--- config.mk ---
export PLATFORM = sky130hd
export DESIGN_NAME = matrix_writeback
export DESIGN_NICKNAME = d
export VERILOG_FILES = /design/src/rtl/matrix_writeback.sv
export SDC_FILE = /design/constraint.sdc
export NUM_CORES = 1
export LEC_CHECK = 0
export CAP_MARGIN = 20
export CORE_MARGIN = 3
export CORE_UTILIZATION = 50
export CTS_CLUSTER_SIZE = 28
export DETAILED_ROUTE_END_ITERATION = 10
export PLACE_DENSITY_LB_ADDON = 0.1
export RECOVER_POWER = 100
export SETUP_SLACK_MARGIN = 0.15
export SLEW_MARGIN = 40
export SYNTH_ARGS = -nofsm -noshare
export SYNTH_HDL_FRONTEND = slang
export SYNTH_SLANG_ARGS = --single-unit
--- constraint.sdc ---
create_clock -name clk -period 15.6 [get_ports clk]
set_input_delay 3.12 -clock clk [delete_from_list [all_inputs] [get_ports clk]]
set_output_delay 3.12 -clock clk [all_outputs]
set_load 0.01 [all_outputs]
--- src/rtl/matrix_writeback.sv ---
// ---------------------------------------------------------------------------
// matrix_writeback
//
// Takes a snapshot of an 8x8 byte matrix when start is seen in IDLE. It then
// streams the 64 bytes out through a ready/valid write port, one accepted
// byte per cycle, to consecutive (wrapping) 6-bit addresses that begin at
// BASE_ADDR. Element order is row-major (k = row*8+col) or column-major
// (k = col*8+row), chosen by COL_MAJOR.
//
// Parameters
//   BASE_ADDR  6-bit address of element 0; element k goes to BASE_ADDR+k mod 64
//   COL_MAJOR  0 = row-major element order, 1 = column-major element order
//
// Ports
//   clk       in   single clock, rising edge
//   rst       in   asynchronous active-high reset
//   start     in   snapshot + write-out request, only looked at in IDLE
//   matrix    in   8x8 source bytes, matrix[row][col]
//   wr_ready  in   sink accepts the current write this cycle
//   wr_en     out  write valid (registered)
//   wr_addr   out  write address (registered)
//   wr_data   out  write byte (registered)
//   busy      out  high while writing or signalling done
//   done      out  one-cycle pulse after the 64th accepted write (registered)
// ---------------------------------------------------------------------------
module matrix_writeback #(
    parameter logic [5:0] BASE_ADDR = 6'd0,
    parameter bit         COL_MAJOR = 1'b0
) (
    input  logic                 clk,
    input  logic                 rst,
    input  logic                 start,
    input  logic [0:7][0:7][7:0] matrix,
    input  logic                 wr_ready,
    output logic                 wr_en,
    output logic [5:0]           wr_addr,
    output logic [7:0]           wr_data,
    output logic                 busy,
    output logic                 done
);

    localparam logic [1:0] IDLE  = 2'd0;
    localparam logic [1:0] WRITE = 2'd1;
    localparam logic [1:0] DONE  = 2'd2;

    logic [1:0]           state;
    logic [5:0]           index;
    logic [0:7][0:7][7:0] snapshot;
    logic [5:0]           next_index;
    logic [5:0]           next_pos;

    // The snapshot is always stored in source (row-major) layout, so a
    // column-major element index only needs its row/column halves swapped
    // to find the byte.
    function automatic logic [5:0] elem_pos(input logic [5:0] k);
        if (COL_MAJOR)
            return {k[2:0], k[5:3]};
        else
            return k;
    endfunction

    assign next_index = index + 6'd1;
    assign next_pos   = elem_pos(next_index);
    assign busy       = (state == WRITE) || (state == DONE);

    // Snapshot capture. It has no reset because its contents only matter
    // after a capture, and a capture happens on the same edge that leaves
    // IDLE.
    always_ff @(posedge clk) begin
        if (state == IDLE && start)
            snapshot <= matrix;
    end

    // Control FSM and registered write port. wr_en is high for the whole
    // of WRITE, so a transfer is simply WRITE with wr_ready. Each output
    // register is loaded one element ahead, so a stall leaves it untouched.
    // The first element is taken straight from the live matrix because the
    // snapshot is written on that same edge.
    always_ff @(posedge clk or posedge rst) begin
        if (rst) begin
            state   <= IDLE;
            index   <= 6'd0;
            wr_en   <= 1'b0;
            wr_addr <= 6'd0;
            wr_data <= 8'd0;
            done    <= 1'b0;
        end else begin
            case (state)
                IDLE: begin
                    done <= 1'b0;
                    if (start) begin
                        state   <= WRITE;
                        index   <= 6'd0;
                        wr_en   <= 1'b1;
                        wr_addr <= BASE_ADDR;
                        wr_data <= matrix[0][0];
                    end
                end
                WRITE: begin
                    if (wr_ready) begin
                        if (index == 6'd63) begin
                            state <= DONE;
                            wr_en <= 1'b0;
                            done  <= 1'b1;
                        end else begin
                            index   <= next_index;
                            wr_addr <= BASE_ADDR + next_index;
                            wr_data <= snapshot[next_pos[5:3]][next_pos[2:0]];
                        end
                    end
                end
                DONE: begin
                    state <= IDLE;
                    index <= 6'd0;
                    done  <= 1'b0;
                end
                default: begin
                    state <= IDLE;
                    wr_en <= 1'b0;
                    done  <= 1'b0;
                end
            endcase
        end
    end

endmodule

After elaboration in Yosys (flattened, before gate mapping)
Index checks and enable logic that the tools add are counted.
{"block": "word_totals", "regBits": 536, "input_bits": 516, "output_inout_bits": 17, "elab_cells": 119}
{"block": "op_classes", "n_addsub": 1, "n_lt_le_gt_ge": 2, "n_eq_ne": 7, "n_mux": 26, "bitwise_logic": 3, "reduce_logical": 10}
{"cell": "$bmux W64 S3", "count": 1}
{"cell": "$mux W64", "count": 2}
{"cell": "$mux W8", "count": 5}
{"cell": "$bmux W8 S3", "count": 1}
{"cell": "$mux W6", "count": 3}
{"cell": "$pmux W6 S3", "count": 1}
{"cell": "$pmux W8 S2", "count": 1}
{"cell": "$pmux W6 S2", "count": 1}
{"cell": "$reduce_and A4 Y1", "count": 3}
{"cell": "$ge A4 B4 Y1 const B", "count": 2}
{"cell": "$not A3 Y4", "count": 2}
{"cell": "$add A6 B1 Y6 const B", "count": 1}
{"cell": "$eq A6 B6 Y1 const B", "count": 1}
{"cell": "$mux W1", "count": 6}
{"cell": "$mux W2", "count": 3}
{"cell": "$ne A2 B2 Y1 const B", "count": 3}
{"cell": "$pmux W2 S2", "count": 1}
{"cell": "$pmux W1 S3", "count": 1}
{"cell": "$reduce_and A3 Y1", "count": 1}
{"cell": "$reduce_bool A3 Y1", "count": 1}
{"cell": "$eq A2 B1 Y1 const B", "count": 1}
{"cell": "$eq A2 B2 Y1 const B", "count": 1}
{"cell": "$logic_not A2 Y1", "count": 1}
{"cell": "$ne A2 B1 Y1 const B", "count": 1}
{"cell": "5 further kinds", "count": 5}

Depth between registers and ports, before layout
{"block": "depth", "depth_word": 11, "ltp_mapped": 12, "ltp_nobuf": 9}

Least setup slack after synthesis
Ideal clock, no wire load.
{"block": "synth_path", "kind": "input to register", "from": "in start", "to": "reg wr_data[6]", "setup_time_ps": 95, "arrival_ps": 16154, "required_time_ps": 15505, "path_slack_ps": -649, "stages": 7, "path_buffers": 1, "cell_sequence": "and2_1 > nor2b_1 > buf_1 > a21boi_0 > a211oi_1 > o211ai_1 > o31ai_1"}
{"block": "synth_via", "elab_chain_len": 2}
{"item": "start: declaration", "line": "32", "rtl": "input logic start,"}
{"item": "$ne A2 B2 Y1 (no source line)"}
{"item": "$reduce_and A4 Y1 (no source line)"}
{"item": "end signal: assignment", "line": "96", "rtl": "wr_data <= matrix[0][0];"}
{"item": "end signal: assignment", "line": "108", "rtl": "wr_data <= snapshot[next_pos[5:3]][next_pos[2:0]];"}
{"item": "end: declaration", "line": "37", "rtl": "output logic [7:0] wr_data,"}
Every way passes these cells.
A chain may end at the register's enable or synchronous reset.

Final worst setup path
{"block": "layout_path", "from": "in start", "to": "reg snapshot[404] (netlist bit) (enable)"}
{"block": "layout_via", "elab_chain_len": 1}
{"item": "$logic_and A1 B1 Y1", "line": "70", "rtl": "if (state == IDLE && start)"}
{"item": "end signal: assignment", "line": "71", "rtl": "snapshot <= matrix;"}
{"item": "end: declaration", "line": "48", "rtl": "logic [0:7][0:7][7:0] snapshot;"}
Every way passes these cells.

==> results.md <==
* Status: finished, violations left
* Failing checks: capacitance limit, slew limit
* Finished Cell Area at ~30,000 um2
* Grt ovf at 0
* Total Routing Usage GR at 0.295
* Net count after synthesis at approximately 2,000
* DIE AREA at just under 50,000 um2
* Fin. max-slew vios at about 200
* Cts hold-fix bufs at 0
* Num CTS Buffers at between 50 and 60
* Clock root cell: clkbuf_16
* Final setup viols at 0
* Post-synthesis sequential area ratio at 0.701
* CTS tree: done
* Initial Util at 0.511
* Critical path type: in2reg
* Max cap viols at 5
* Vias in the first global route at between 15,000 and 20,000
* Share of cells above drive strength 1 at 0.0775
* Yosys reg bits at approximately 540
* Post-synth EDFFs at 512
* Clock sinks at 536
* Net Sw Frac at 0.277
* Initial DRT Pass Iterations at 5
* Leak at about 10 nW
* Fin. Hold Viols at 0
* Actual slew at the worst max-slew pin at 3630 ps
* CP Capture Type: register
* Gr busiest metal: met2
* Worst Skew at roughly 22 ps
* Grt met1 use at 0.366
* Initial DRC count at ~1,600
* RSZ-0062 raised after global routing: false
* Setup TNS at 0 ps
* GPL Wtd Cong at between 0.8 and 0.9
* Share of synthesized registers carrying an async set or reset at 0.0448
* Yosys cell types at 80
* WL final at 72,400 um
* First-pass GRT wire length at 103,000 um
* Met2 Use GR at 0.497
* CP required at around 16,000 ps
* Largest net degree at the start of global routing at between 150 and 200
* Sequential Power Share at 0.496
* Power Density at approximately 130 nW/um2
* IO buf count at roughly 530
* Core Box Area at approximately 45,000 um2
* Die height at about 220 um
* Comb power frac at 0.195
* Gate Count Post-Synth at 1,524
* Post-synthesis cell area at between 20,000 and 25,000 um2
* R2r startpoint: state[0]
* Slew headroom at -1.42
* Final clock period utilization by the worst path at 0.538
* Rows at between 70 and 80
* Vias at between 15,000 and 20,000
* Clock slew at reported path FFs at 60 ps
* Crit path launch type: primary input
* Routed wire per std cell at 26.7 um
* P_sw at 1.12 mW
* Fmax at roughly 0.12 GHz
* Origin of the worst min-delay path: wr_addr[0]
* Worst Hold Class: reg2reg
* Clock Tree Buf Depth at 3
* Vias per cell at around 5.8
* Crit path time final at 8390 ps
* Drt drc at 0
* Initial antenna violation count at 60
* Met3 capacity usage during global routing at 0.0837
* H-tree Lvls at 2
* Peak supply drop at between 0.07 and 0.08 mV
* Clk Latency, worst-skew pair at roughly 610 ps
* Ports at between 500 and 600
* Clock share of power at 0.309
* Internal at a little under 3 mW
* Synth Area per Inst at approximately 15 um2
* CTS resizes at 0
* Setup Fix Bufs, Post-CTS at 0
* Nets at 2,559
* Area growth from synthesis to layout at 33.3%
* Post-DP HPWL at ~52,000 um
* Placed cell area at approximately 29,000 um2
* Synth warn at 0
* Dominant synthesized flop cell: edfxtp_1
* Worst-path maximum fanout at 100
* Worst EP arrival at around 8600 ps
* DRT antenna net count at 0
* Die W at approximately 220 um
* Crit. Startpoint: start
## area by class of cell
| cell class | instances | area [um2] |
|---|---|---|
| inverters | 11 | 41.3 |
| multi-input cells | 875 | 6250 |
| well taps | 592 | 741 |
| repair buffers | 559 | 5610 |
| flip-flops and latches | 536 | 16000 |
| clock inverters | 26 | 228 |
| fillers | 3158 | 14200 |
| diodes | 38 | 95.1 |
| clock buffers | 71 | 1440 |
## synth_stat cells, types with 8 or more instances
cell type | instances | share of area
buf_2 | 34 | 0.0075
nor2b_1 | 8 | 0.0022
buf_1 | 8 | 0.0013
mux2_2 | 9 | 0.0044
nand2b_1 | 14 | 0.0038
buf_4 | 19 | 0.0063
nor3_1 | 12 | 0.0026
a221oi_1 | 21 | 0.0081
a211oi_1 | 43 | 0.014
mux4_2 | 22 | 0.022
o22ai_1 | 9 | 0.0025
buf_6 | 11 | 0.0054
nor2_1 | 20 | 0.0033
a31oi_1 | 22 | 0.0060
and3_1 | 20 | 0.0055
nand3_1 | 68 | 0.015
dfrtp_1 | 24 | 0.026
clkbuf_1 | 29 | 0.0048
nand2_1 | 227 | 0.037
o211ai_1 | 9 | 0.0030
o21ai_0 | 30 | 0.0066
a21oi_1 | 47 | 0.010
a22oi_1 | 13 | 0.0043
mux2i_1 | 139 | 0.061
a32oi_1 | 12 | 0.0046
edfxtp_1 | 512 | 0.67
inv_1 | 9 | 0.0015
## critical path, stage by stage
cell and delay (ps):
dlygate4sd3_1 640, and2_0 1260, clkbuf_1 2650, buf_12 390
buf_16 410
## through the flow
stage / util / power, mW / std cells / worst slack, ps / hold slack (ps)
floorplan: - / 2.51 / 1524 / 4970 / 511
global placement: 0.640 / 2.81 / 2568 / 9200 / 461
detailed placement: 0.641 / 2.85 / 2571 / 9110 / 461
CTS: 0.679 / 4.09 / 2668 / 9750 / 488
global route: 0.680 / 4.20 / 2693 / 6850 / 521
finish: 0.681 / 4.04 / 2708 / 7210 / 484
## power by group through the flow
stage / sequential (mW) / combinational, mW / clock, mW
global route: 2.03 / 0.850 / 1.32
global placement: 2.02 / 0.793 / 0
floorplan: 2.08 / 0.434 / 0
finish: 2.01 / 0.791 / 1.25
detailed placement: 2.02 / 0.823 / 0
CTS: 2.00 / 0.827 / 1.27
## flip-flops by register name, indices dropped and copies added (netlist names)
signal and count:
index 6, snapshot 512, wr_addr 6, state 2, done 1, wr_en 1, wr_data 8
## layer usage
metal / wire length (um) / vias to the layer above
met4: 2530 / 30
met1: 27400 / 7731
li1: - / 7067
met3: 6270 / 168
met2: 36000 / 722
met5: 172 / -
## path summary, 6_finish.rpt
check                                end  slack [ps]  depth (start not counted)
setup / recovery           snapshot[404]        7210                          5
hold / removal                wr_addr[0]         480                          2
setup reg to reg           snapshot[404]        9650                          6
hold reg to reg               wr_addr[0]         480                          2
max in group asynchronous       index[5]       11640                          2
min in group asynchronous     wr_addr[1]        3210                          2
## layout by cell type (no fill, tap or decap), types with 6 or more instances in the layout
master,instances
dfrtp_1,23
nor3_1,12
inv_1,9
nor2_1,19
and3_1,20
a31oi_1,21
diode_2,38
o21ai_0,29
edfxtp_1,512
o41ai_1,7
a31o_2,7
a221oi_1,21
a211o_1,7
nand2_1,227
mux4_2,22
o2111ai_1,6
mux2i_1,139
nand2b_1,14
a21oi_1,47
clkinv_1,11
nand4_1,7
mux2_2,9
o22ai_1,9
a2111oi_0,7
nor2b_1,8
a32oi_1,12
clkbuf_16,55
a221o_1,7
a22oi_1,13
buf_4,16
clkbuf_1,19
a211oi_1,43
nand3_1,68
o211ai_1,9
clkinv_2,7
dlygate4sd3_1,532
## logic make-up (layout without fill, tap and decap cells)
family                     Yosys count  count (layout)  share of synthesized area
xor gates and xnor gates             9               9                    0.00659
and+or+nand+nor                    403             403                     0.0812
adders and majority gates            5               5                    0.00275
DFF                                536             536                      0.701
AOI/OAI and AO/OA                  287             287                     0.0919
other                                0              38                          0
buffers and inverters              113             667                     0.0280
muxes                              171             171                     0.0884
Power figures use the tool's default switching activity.
